===== config.mk =====
export PLATFORM = sky130hd
export DESIGN_NAME = instr_fetch
export DESIGN_NICKNAME = d
export VERILOG_FILES = /design/src/rtl/instr_fetch.sv
export SDC_FILE = /design/constraint.sdc
export NUM_CORES = 1
export LEC_CHECK = 0
export BUFFER_PORTS_ARGS = -buffer_cell sky130_fd_sc_hd__buf_2
export CAP_MARGIN = 20
export CORE_MARGIN = 5
export CORE_UTILIZATION = 25
export CTS_CLUSTER_SIZE = 40
export DETAILED_ROUTE_END_ITERATION = 7
export GPL_TIMING_DRIVEN = 0
export PLACE_DENSITY_LB_ADDON = 0.08
export SLEW_MARGIN = 20
export SYNTH_ARGS = -nofsm -noshare
export SYNTH_HDL_FRONTEND = slang
export SYNTH_SLANG_ARGS = --single-unit

===== constraint.sdc =====
create_clock -name clk -period 13.7 [get_ports clk]
set_input_delay 2.74 -clock clk [delete_from_list [all_inputs] [get_ports clk]]
set_output_delay 2.74 -clock clk [all_outputs]
set_load 0.02 [all_outputs]

===== src/rtl/instr_fetch.sv =====
// Instruction fetch unit: issues word-aligned fetches, tracks in-flight
// requests, buffers returned instructions and handles redirects by
// flushing the buffer and discarding stale responses.
module instr_fetch #(
    parameter logic [31:0] RESET_PC  = 32'h0000_0000,
    parameter int unsigned BUF_DEPTH = 2
) (
    input  logic        clk,
    input  logic        rst,
    output logic        imem_req_valid,
    input  logic        imem_req_ready,
    output logic [31:0] imem_addr,
    input  logic        imem_rsp_valid,
    input  logic [31:0] imem_rsp_data,
    input  logic        redirect_valid,
    input  logic [31:0] redirect_pc,
    input  logic        stall,
    output logic        instr_valid,
    output logic [31:0] instr_memory,
    output logic [31:0] instr_pc
);

    localparam int unsigned PTR_W = (BUF_DEPTH > 2) ? 2 : 1;
    localparam int unsigned CNT_W = PTR_W + 1;
    localparam int unsigned SUM_W = CNT_W + 1;

    typedef enum logic [1:0] {
        ST_RESET = 2'd0,
        ST_RUN   = 2'd1,
        ST_DRAIN = 2'd2
    } state_e;

    state_e             state_q, state_d;
    logic [31:0]        fetch_pc_q, fetch_pc_d;
    logic [CNT_W-1:0]   outstanding_q, outstanding_d;
    logic [CNT_W-1:0]   drop_q, drop_d;

    // In-order queue of pcs for live (non-stale) requests
    logic [31:0]        pcq_mem_q [BUF_DEPTH];
    logic [PTR_W-1:0]   pcq_wr_q, pcq_wr_d;
    logic [PTR_W-1:0]   pcq_rd_q, pcq_rd_d;

    // Fetch buffer of {pc, instr}
    logic [31:0]        buf_pc_q    [BUF_DEPTH];
    logic [31:0]        buf_instr_q [BUF_DEPTH];
    logic [PTR_W-1:0]   buf_wr_q, buf_wr_d;
    logic [PTR_W-1:0]   buf_rd_q, buf_rd_d;
    logic [CNT_W-1:0]   buf_count_q, buf_count_d;

    logic               buf_valid;
    logic               pop;
    logic               xfer;
    logic               keep;
    logic               rsp_dec;
    logic [SUM_W-1:0]   slots_used;

    // Handshake and output view; a pop this cycle frees its slot so a
    // 1-cycle memory can sustain one instruction per cycle
    always_comb begin
        buf_valid      = !rst && (buf_count_q != '0);
        instr_valid    = buf_valid;
        instr_memory   = buf_valid ? buf_instr_q[buf_rd_q] : 32'h0;
        instr_pc       = buf_valid ? buf_pc_q[buf_rd_q]    : 32'h0;
        pop            = buf_valid && !stall;
        slots_used     = SUM_W'(outstanding_q) + SUM_W'(buf_count_q) - SUM_W'(pop);
        imem_req_valid = !rst && (state_q != ST_RESET) && !redirect_valid
                         && (slots_used < SUM_W'(BUF_DEPTH));
        imem_addr      = fetch_pc_q;
        xfer           = imem_req_valid && imem_req_ready;
        rsp_dec        = imem_rsp_valid && (outstanding_q != '0);
        keep           = !rst && imem_rsp_valid && !redirect_valid && (drop_q == '0);
    end

    // Next-state: FSM, counters, pc queue and buffer pointers
    always_comb begin
        state_d       = state_q;
        fetch_pc_d    = fetch_pc_q;
        outstanding_d = outstanding_q + CNT_W'(xfer) - CNT_W'(rsp_dec);
        drop_d        = drop_q;
        pcq_wr_d      = pcq_wr_q;
        pcq_rd_d      = pcq_rd_q;
        buf_wr_d      = buf_wr_q;
        buf_rd_d      = buf_rd_q;
        buf_count_d   = buf_count_q;

        if (redirect_valid) begin
            fetch_pc_d  = redirect_pc & 32'hFFFF_FFFC;
            drop_d      = outstanding_q - CNT_W'(rsp_dec);
            pcq_wr_d    = '0;
            pcq_rd_d    = '0;
            buf_wr_d    = '0;
            buf_rd_d    = '0;
            buf_count_d = '0;
        end else begin
            if (imem_rsp_valid && (drop_q != '0)) begin
                drop_d = drop_q - CNT_W'(1);
            end
            if (xfer) begin
                fetch_pc_d = fetch_pc_q + 32'd4;
                pcq_wr_d   = pcq_wr_q + PTR_W'(1);
            end
            if (keep) begin
                pcq_rd_d = pcq_rd_q + PTR_W'(1);
                buf_wr_d = buf_wr_q + PTR_W'(1);
            end
            if (pop) begin
                buf_rd_d = buf_rd_q + PTR_W'(1);
            end
            buf_count_d = buf_count_q + CNT_W'(keep) - CNT_W'(pop);
        end

        case (state_q)
            ST_RESET: state_d = ST_RUN;
            ST_RUN:   if (redirect_valid && (drop_d != '0)) state_d = ST_DRAIN;
            ST_DRAIN: if (drop_d == '0) state_d = ST_RUN;
            default:  state_d = ST_RESET;
        endcase
    end

    // State and counter registers
    always_ff @(posedge clk) begin
        if (rst) begin
            state_q       <= ST_RESET;
            fetch_pc_q    <= RESET_PC & 32'hFFFF_FFFC;
            outstanding_q <= '0;
            drop_q        <= '0;
            pcq_wr_q      <= '0;
            pcq_rd_q      <= '0;
            buf_wr_q      <= '0;
            buf_rd_q      <= '0;
            buf_count_q   <= '0;
        end else begin
            state_q       <= state_d;
            fetch_pc_q    <= fetch_pc_d;
            outstanding_q <= outstanding_d;
            drop_q        <= drop_d;
            pcq_wr_q      <= pcq_wr_d;
            pcq_rd_q      <= pcq_rd_d;
            buf_wr_q      <= buf_wr_d;
            buf_rd_q      <= buf_rd_d;
            buf_count_q   <= buf_count_d;
        end
    end

    // Storage arrays; contents are qualified by the pointers and counts
    always_ff @(posedge clk) begin
        if (xfer) begin
            pcq_mem_q[pcq_wr_q] <= fetch_pc_q;
        end
        if (keep) begin
            buf_pc_q[buf_wr_q]    <= pcq_mem_q[pcq_rd_q];
            buf_instr_q[buf_wr_q] <= imem_rsp_data;
        end
    end

endmodule


After elaboration in Yosys (flattened, before gate mapping)
Memories as Yosys holds them, arrays and structs flattened. A register that Yosys moved wholly into a read port is not among the register bits.
Cells that the tools add are included.
{"block": "op_classes", "n_eq_ne": 4, "reduce_logical": 26, "magnitude_cmp": 1, "n_mux": 19, "add_sub_neg": 13}
{"op": "$mux W32", "count": 4}
{"op": "$add A32 B3 Y32 const B", "count": 1}
{"op": "$logic_and A1 B1 Y1", "count": 12}
{"op": "$reduce_bool A2 Y1", "count": 6}
{"op": "$mux W1", "count": 10}
{"op": "$mux W2", "count": 4}
{"op": "$logic_not A2 Y1", "count": 3}
{"op": "$pmux W2 S3", "count": 1}
{"op": "$sub A2 B1 Y2", "count": 3}
{"op": "$add A1 B1 Y1 const B", "count": 4}
{"op": "$add A2 B1 Y2", "count": 2}
{"op": "$ne A2 B2 Y1 const B", "count": 2}
{"op": "$add A2 B2 Y3", "count": 1}
{"op": "$logic_not A1 Y1", "count": 3}
{"op": "$lt A3 B2 Y1 const B", "count": 1}
{"op": "$sub A3 B1 Y3", "count": 1}
{"op": "$eq A2 B1 Y1 const B", "count": 1}
{"op": "$eq A2 B2 Y1 const B", "count": 1}
{"op": "$reduce_and A2 Y1", "count": 1}
{"op": "$reduce_or A2 Y1", "count": 1}
{"op": "$sub A2 B1 Y2 const B", "count": 1}
{"block": "totals", "mem_bits_rw": 192, "in_bits": 70, "register_bits": 44, "n_memories": 3, "wordCells": 76}
{"name": "buf_instr_q", "depth": 2, "width": 32, "read_ports": 1, "rd_clocked_by_memory_dff": 1, "write_ports": 1, "line": "45", "text": "logic [31:0] buf_instr_q [BUF_DEPTH];"}
{"name": "buf_pc_q", "depth": 2, "width": 32, "read_ports": 1, "rd_clocked_by_memory_dff": 1, "write_ports": 1, "line": "44", "text": "logic [31:0] buf_pc_q [BUF_DEPTH];"}
{"name": "pcq_mem_q", "depth": 2, "width": 32, "read_ports": 1, "rd_clocked_by_memory_dff": 1, "write_ports": 1, "line": "39", "text": "logic [31:0] pcq_mem_q [BUF_DEPTH];"}

Depth between registers and ports, before layout
{"block": "logic_depth", "depth_word": 9, "ltp_mapped": 15, "mapped_depth_nobuf": 13}

Worst setup path before layout
Ideal clock, no wire load.
{"block": "synth_path", "kind": "input to register", "start": "input rst", "end": "memory buf_instr_q[0][0] (enable)", "path_slack_ns": 5.460, "arrival_ns": 7.681, "path_stages": 4, "cell_sequence": "clkbuf_1 -> or2_2 -> clkbuf_1 -> nor3_1"}
{"block": "synth_between", "elab_chain_cells": 6}
{"element": "from (decl)", "line": "9", "text": "input logic rst,"}
{"element": "$logic_not A1 Y1", "line": "71", "text": "keep = !rst && imem_rsp_valid && !redirect_valid && (drop_q == '0);"}
{"element": "$logic_and A1 B1 Y1 (3 in a row)", "line": "71"}
{"element": "$mux W1", "line": "150", "text": "if (keep) begin"}
{"element": "$mux W1 (not written as such)", "line": "152", "text": "buf_instr_q[buf_wr_q] <= imem_rsp_data;"}
{"element": "to (decl)", "line": "45"}
Every way passes these cells.

Worst setup path after layout
{"block": "layout_path", "start": "input rst", "end": "output imem_req_valid"}
{"block": "layout_between", "elab_chain_cells": 6}
{"element": "$logic_not A1 Y1", "line": "60", "text": "buf_valid = !rst && (buf_count_q != '0);"}
{"element": "$logic_and A1 B1 Y1", "line": "60"}
{"element": "$logic_and A1 B1 Y1", "line": "64", "text": "pop = buf_valid && !stall;"}
{"element": "via pop", "line": "51", "text": "logic pop;"}
{"element": "$sub A3 B1 Y3", "line": "65", "text": "slots_used = SUM_W'(outstanding_q) + SUM_W'(buf_count_q) - SUM_W'(pop);"}
{"element": "$lt A3 B2 Y1", "line": "67", "text": "&& (slots_used < SUM_W'(BUF_DEPTH));"}
{"element": "$logic_and A1 B1 Y1", "line": "67"}
{"element": "to (decl)", "line": "10", "text": "output logic imem_req_valid,"}
The timed path passes the listed nets, and every way through them passes these cells.

==> flow_summary_export.csv <==
group,metric,value,unit
status,status,"finished, final reports clean",
clock_tree,clock-root-buffer,"clkbuf_16",
power_and_ir_drop,combPwrFrac,9.2,%
synth,syn_inst,660,
sta,slew_viol_final,0,
route,drt_wl_total,25900,um
route,viasPerCell,4.27,
worst_setup_path,timing.rr.start,"buf_count_q[1]",
worst_setup_path,critPathLaunch,"rst",
worst_setup_path,worstPathCellList,"buf_2 > o21bai_1 > clkbuf_2 > nor2_1 > ha_1 > inv_1 > nand2_1 > fa_1 > xor2_1 > o2111a_1 > buf_2",
route,dr.pass1.iters,4,
global_route,grt_pass1_wl,38300,um
worst_setup_path,crit_path_end,"imem_req_valid",
sta,finalHoldViolations,0,
synth,synth_ff_type,"edfxtp_1",
worst_setup_path,critPathKind,"primary input to output pin",
synth,synth_area,9280,um2
sta,relSlewSlack,43.7,%
synth,yosysTopAreaCell,"edfxtp_1",
clock_tree,clk_pin_slew,60,ps
floorplan,core-area,36600,um2
route,wl_per_cell,19.1,um
finish,fin_nets,945,
worst_hold_path,holdCritPathClass,"register to register",
route,vias,5791,
worst_setup_path,worst-r2r-cell-count,12,
synth,yosys.area.top_type_share,59.6,%
synth,async_flop_share,0,%
power_and_ir_drop,pwr-share-clk,42.5,%
floorplan,io_pins,168,
worst_setup_path,required,10960,ps
floorplan,die_area,41100,um2
global_route,grt_overflow,0,
global_route,grt_max_degree,46,
synth,syn_avg_cell_area,14.1,um2
power_and_ir_drop,ir_drop,80.7,uV
worst_setup_path,reg2reg_to,"imem_addr[31]",
global_route,grt_pass1_vias,5859,
global_route,track_usage,12.3,%
sta,grt_setup_unrepaired,"false",
synth,ys_seq_area_share,69.1,%
route,detail-route-antenna-nets,0,
sta,worst_slew_pin_slew,845,ps
worst_setup_path,cp-start-kind,"primary input",
placed_design,dpl.hpwl,18300,um
sta,min_period,8250,ps
floorplan,start_util,25.3,%
job,maxCapViolations,0,
clock_tree,cts.sinks,228,
worst_setup_path,r2r_slack,9320,ps
route,drt_iter0_drc,272,
power_and_ir_drop,p_sw,396,uW
sta,finClkSkew,17.4,ps
clock_tree,tritoncts.num_buffers,28,
floorplan,fp-row-count,70,
power_and_ir_drop,p_seq_share,48.3,%
route,drc,0,
synth,ys_top_cells_by_area,"edfxtp_1, dfxtp_1, mux2i_1, nor2_1, mux2_2",
sta,worst_hold_slack,512,ps
finish,antenna_cells,0,
finish,drive_gt1_share,29.4,%
clock_tree,cts_max_level,1,
sta,max_freq,121,MHz
power_and_ir_drop,netSwitchingFraction,23.6,%
power_and_ir_drop,p_leak,4.19,nW
clock_tree,cts-hold-fix-buffers,0,
sta,finalSetupTns,0,ps
placed_design,port_buffers,161,
clock_tree,cts_tree,"done",
worst_setup_path,arrival,5510,ps
floorplan,fp.dieW,203,um
sta,min_period_over_period,60.3,%
placed_design,gp_congestion,0.723,
synth,ys_seq_elements,228,
finish,syn2layout_area_growth,26.8,%
global_route,antenna_found_initial,1,
synth,synth-edff-count,184,
worst_setup_path,crit_fanout,10,
worst_setup_path,slowest_stage,"xor2_1",
power_and_ir_drop,power.internal,1.29,mW
floorplan,die_y,203,um
worst_setup_path,end_kind,"output pin",
sta,setup_viol,0,
clock_tree,post-cts-setup-buffers,0,
clock_tree,cts_buffer_depth,3,
worst_setup_path,cpMostUsedCell,"buf_2",
synth,ys_types,53,
worst_setup_path,slowest_delay,670,ps
power_and_ir_drop,powerDensity,143,nW/um2
synth,yosysWarnings,0,
clock_tree,insertion_delay,540,ps
clock_tree,cts_resized,0,
per-stage QoR:
step           setup slack, ps  instance area [um2]  cells  utilization (%)  power (mW)
6_report                  5450                11800   1356             32.1        1.68
3_5_place_dp              5300                10900   1304             29.7       0.986
4_1_cts                   5300                11800   1356             32.1        1.72
3_3_place_gp               869                10700   1292             29.2       0.984
2_1_floorplan             5460                 9290    663                -       0.917
5_1_grt                   5150                11800   1356             32.1        1.76
how the worst min path moves through the flow:
| stage | from | end | slack, ps | depth (start not counted) |
|---|---|---|---|---|
| floorplan | pcq_rd_q | register | 470 | 2 |
| global placement | pcq_rd_q | pcq_rd_q | 480 | 2 |
| detailed placement | buf_rd_q | register | 500 | 2 |
| CTS | buf_rd_q | register | 510 | 2 |
| global route | buf_rd_q | register | 540 | 2 |
| finish | buf_rd_q | register | 510 | 2 |
final cells by class:
class                   count  area [um2]
plain buffers              39         171
clock buffers              43         798
clock inverters             9        97.6
fillers                  3721       24800
inverters                  14        52.6
multi-input cells         382        2680
flip-flops and latches    228        6410
well taps                 468         586
repair buffers            173         975
flip-flops by register name, indices dropped and copies added, names as in the netlist, named ones only:
| name | count |
|---|---|
| buf_instr_q | 64 |
| buf_pc_q | 60 |
| pcq_mem_q | 60 |
| imem_addr | 30 |
| buf_count_q | 2 |
| drop_q | 2 |
| outstanding_q | 2 |
| state_q | 2 |
| buf_rd_q | 1 |
| buf_wr_q | 1 |
| pcq_rd_q | 1 |
| pcq_wr_q | 1 |
power by group through the flow:
stage	clock network, mW	logic [mW]	registers (mW)
global route	0.771	0.171	0.816
floorplan	0	0.0877	0.829
global placement	0	0.152	0.832
detailed placement	0	0.158	0.828
CTS	0.744	0.159	0.814
finish	0.714	0.154	0.813
worst max-delay path, delay by kind of cell:
kind	cells	cell delay [ps]
buffers and inverters	4	660
AO/OA/AOI/OAI	2	420
adder cells (fa/ha/maj)	2	660
AND/OR/NAND/NOR	2	350
XOR/XNOR	1	670
per-layer routing:
metal	wire [um]	GRT usage, %	part of all wire [%]	vias up
met5	0	0	0	-
met2	12300	20.0	47	142
met4	405	2.72	1.6	0
li1	-	-	-	2826
met1	11800	16.8	46	2787
met3	1430	2.65	5.5	36
cells in the mapped netlist, types with 9 or more instances:
| master | number |
|---|---|
| edfxtp_1 | 184 |
| nor2_1 | 97 |
| mux2i_1 | 63 |
| dfxtp_1 | 44 |
| mux2_2 | 30 |
| nand2_1 | 28 |
| clkbuf_1 | 27 |
| xnor2_1 | 26 |
| a211oi_1 | 18 |
| inv_1 | 14 |
| nand3_1 | 12 |
| xor2_1 | 9 |
cells by family after synthesis:
group,Yosys count,synth area share (%)
DFF,228,69.1
and+or+nand+nor,186,9.27
muxes,93,10.4
AOI/OAI and AO/OA,55,4.19
buffers and inverters,53,2.40
xor gates and xnor gates,35,3.30
adders and majority gates,9,1.29
other,1,0.0404
placed cells by master, fill, tap and decap left out, types with 4 or more instances in the layout:
master | netlist | routed
buf_6 | 1 | 6
clkbuf_16 | 0 | 29
edfxtp_1 | 184 | 184
xnor2_1 | 26 | 26
ha_1 | 8 | 8
clkbuf_1 | 27 | 38
a21oi_1 | 8 | 8
xor2_1 | 9 | 9
nor3_1 | 7 | 6
a311oi_1 | 4 | 4
nor2_1 | 97 | 96
nor4_1 | 6 | 6
o22ai_1 | 4 | 4
inv_1 | 14 | 14
nand4_1 | 7 | 7
a211oi_1 | 18 | 18
nand2_1 | 28 | 28
mux2_2 | 30 | 30
mux2i_1 | 63 | 63
buf_4 | 4 | 8
dfxtp_1 | 44 | 44
buf_2 | 0 | 161
o21ai_0 | 5 | 5
conb_1 | 1 | 4
nand3_1 | 12 | 12
buf_1 | 6 | 6
Power figures use the tool's default switching activity.
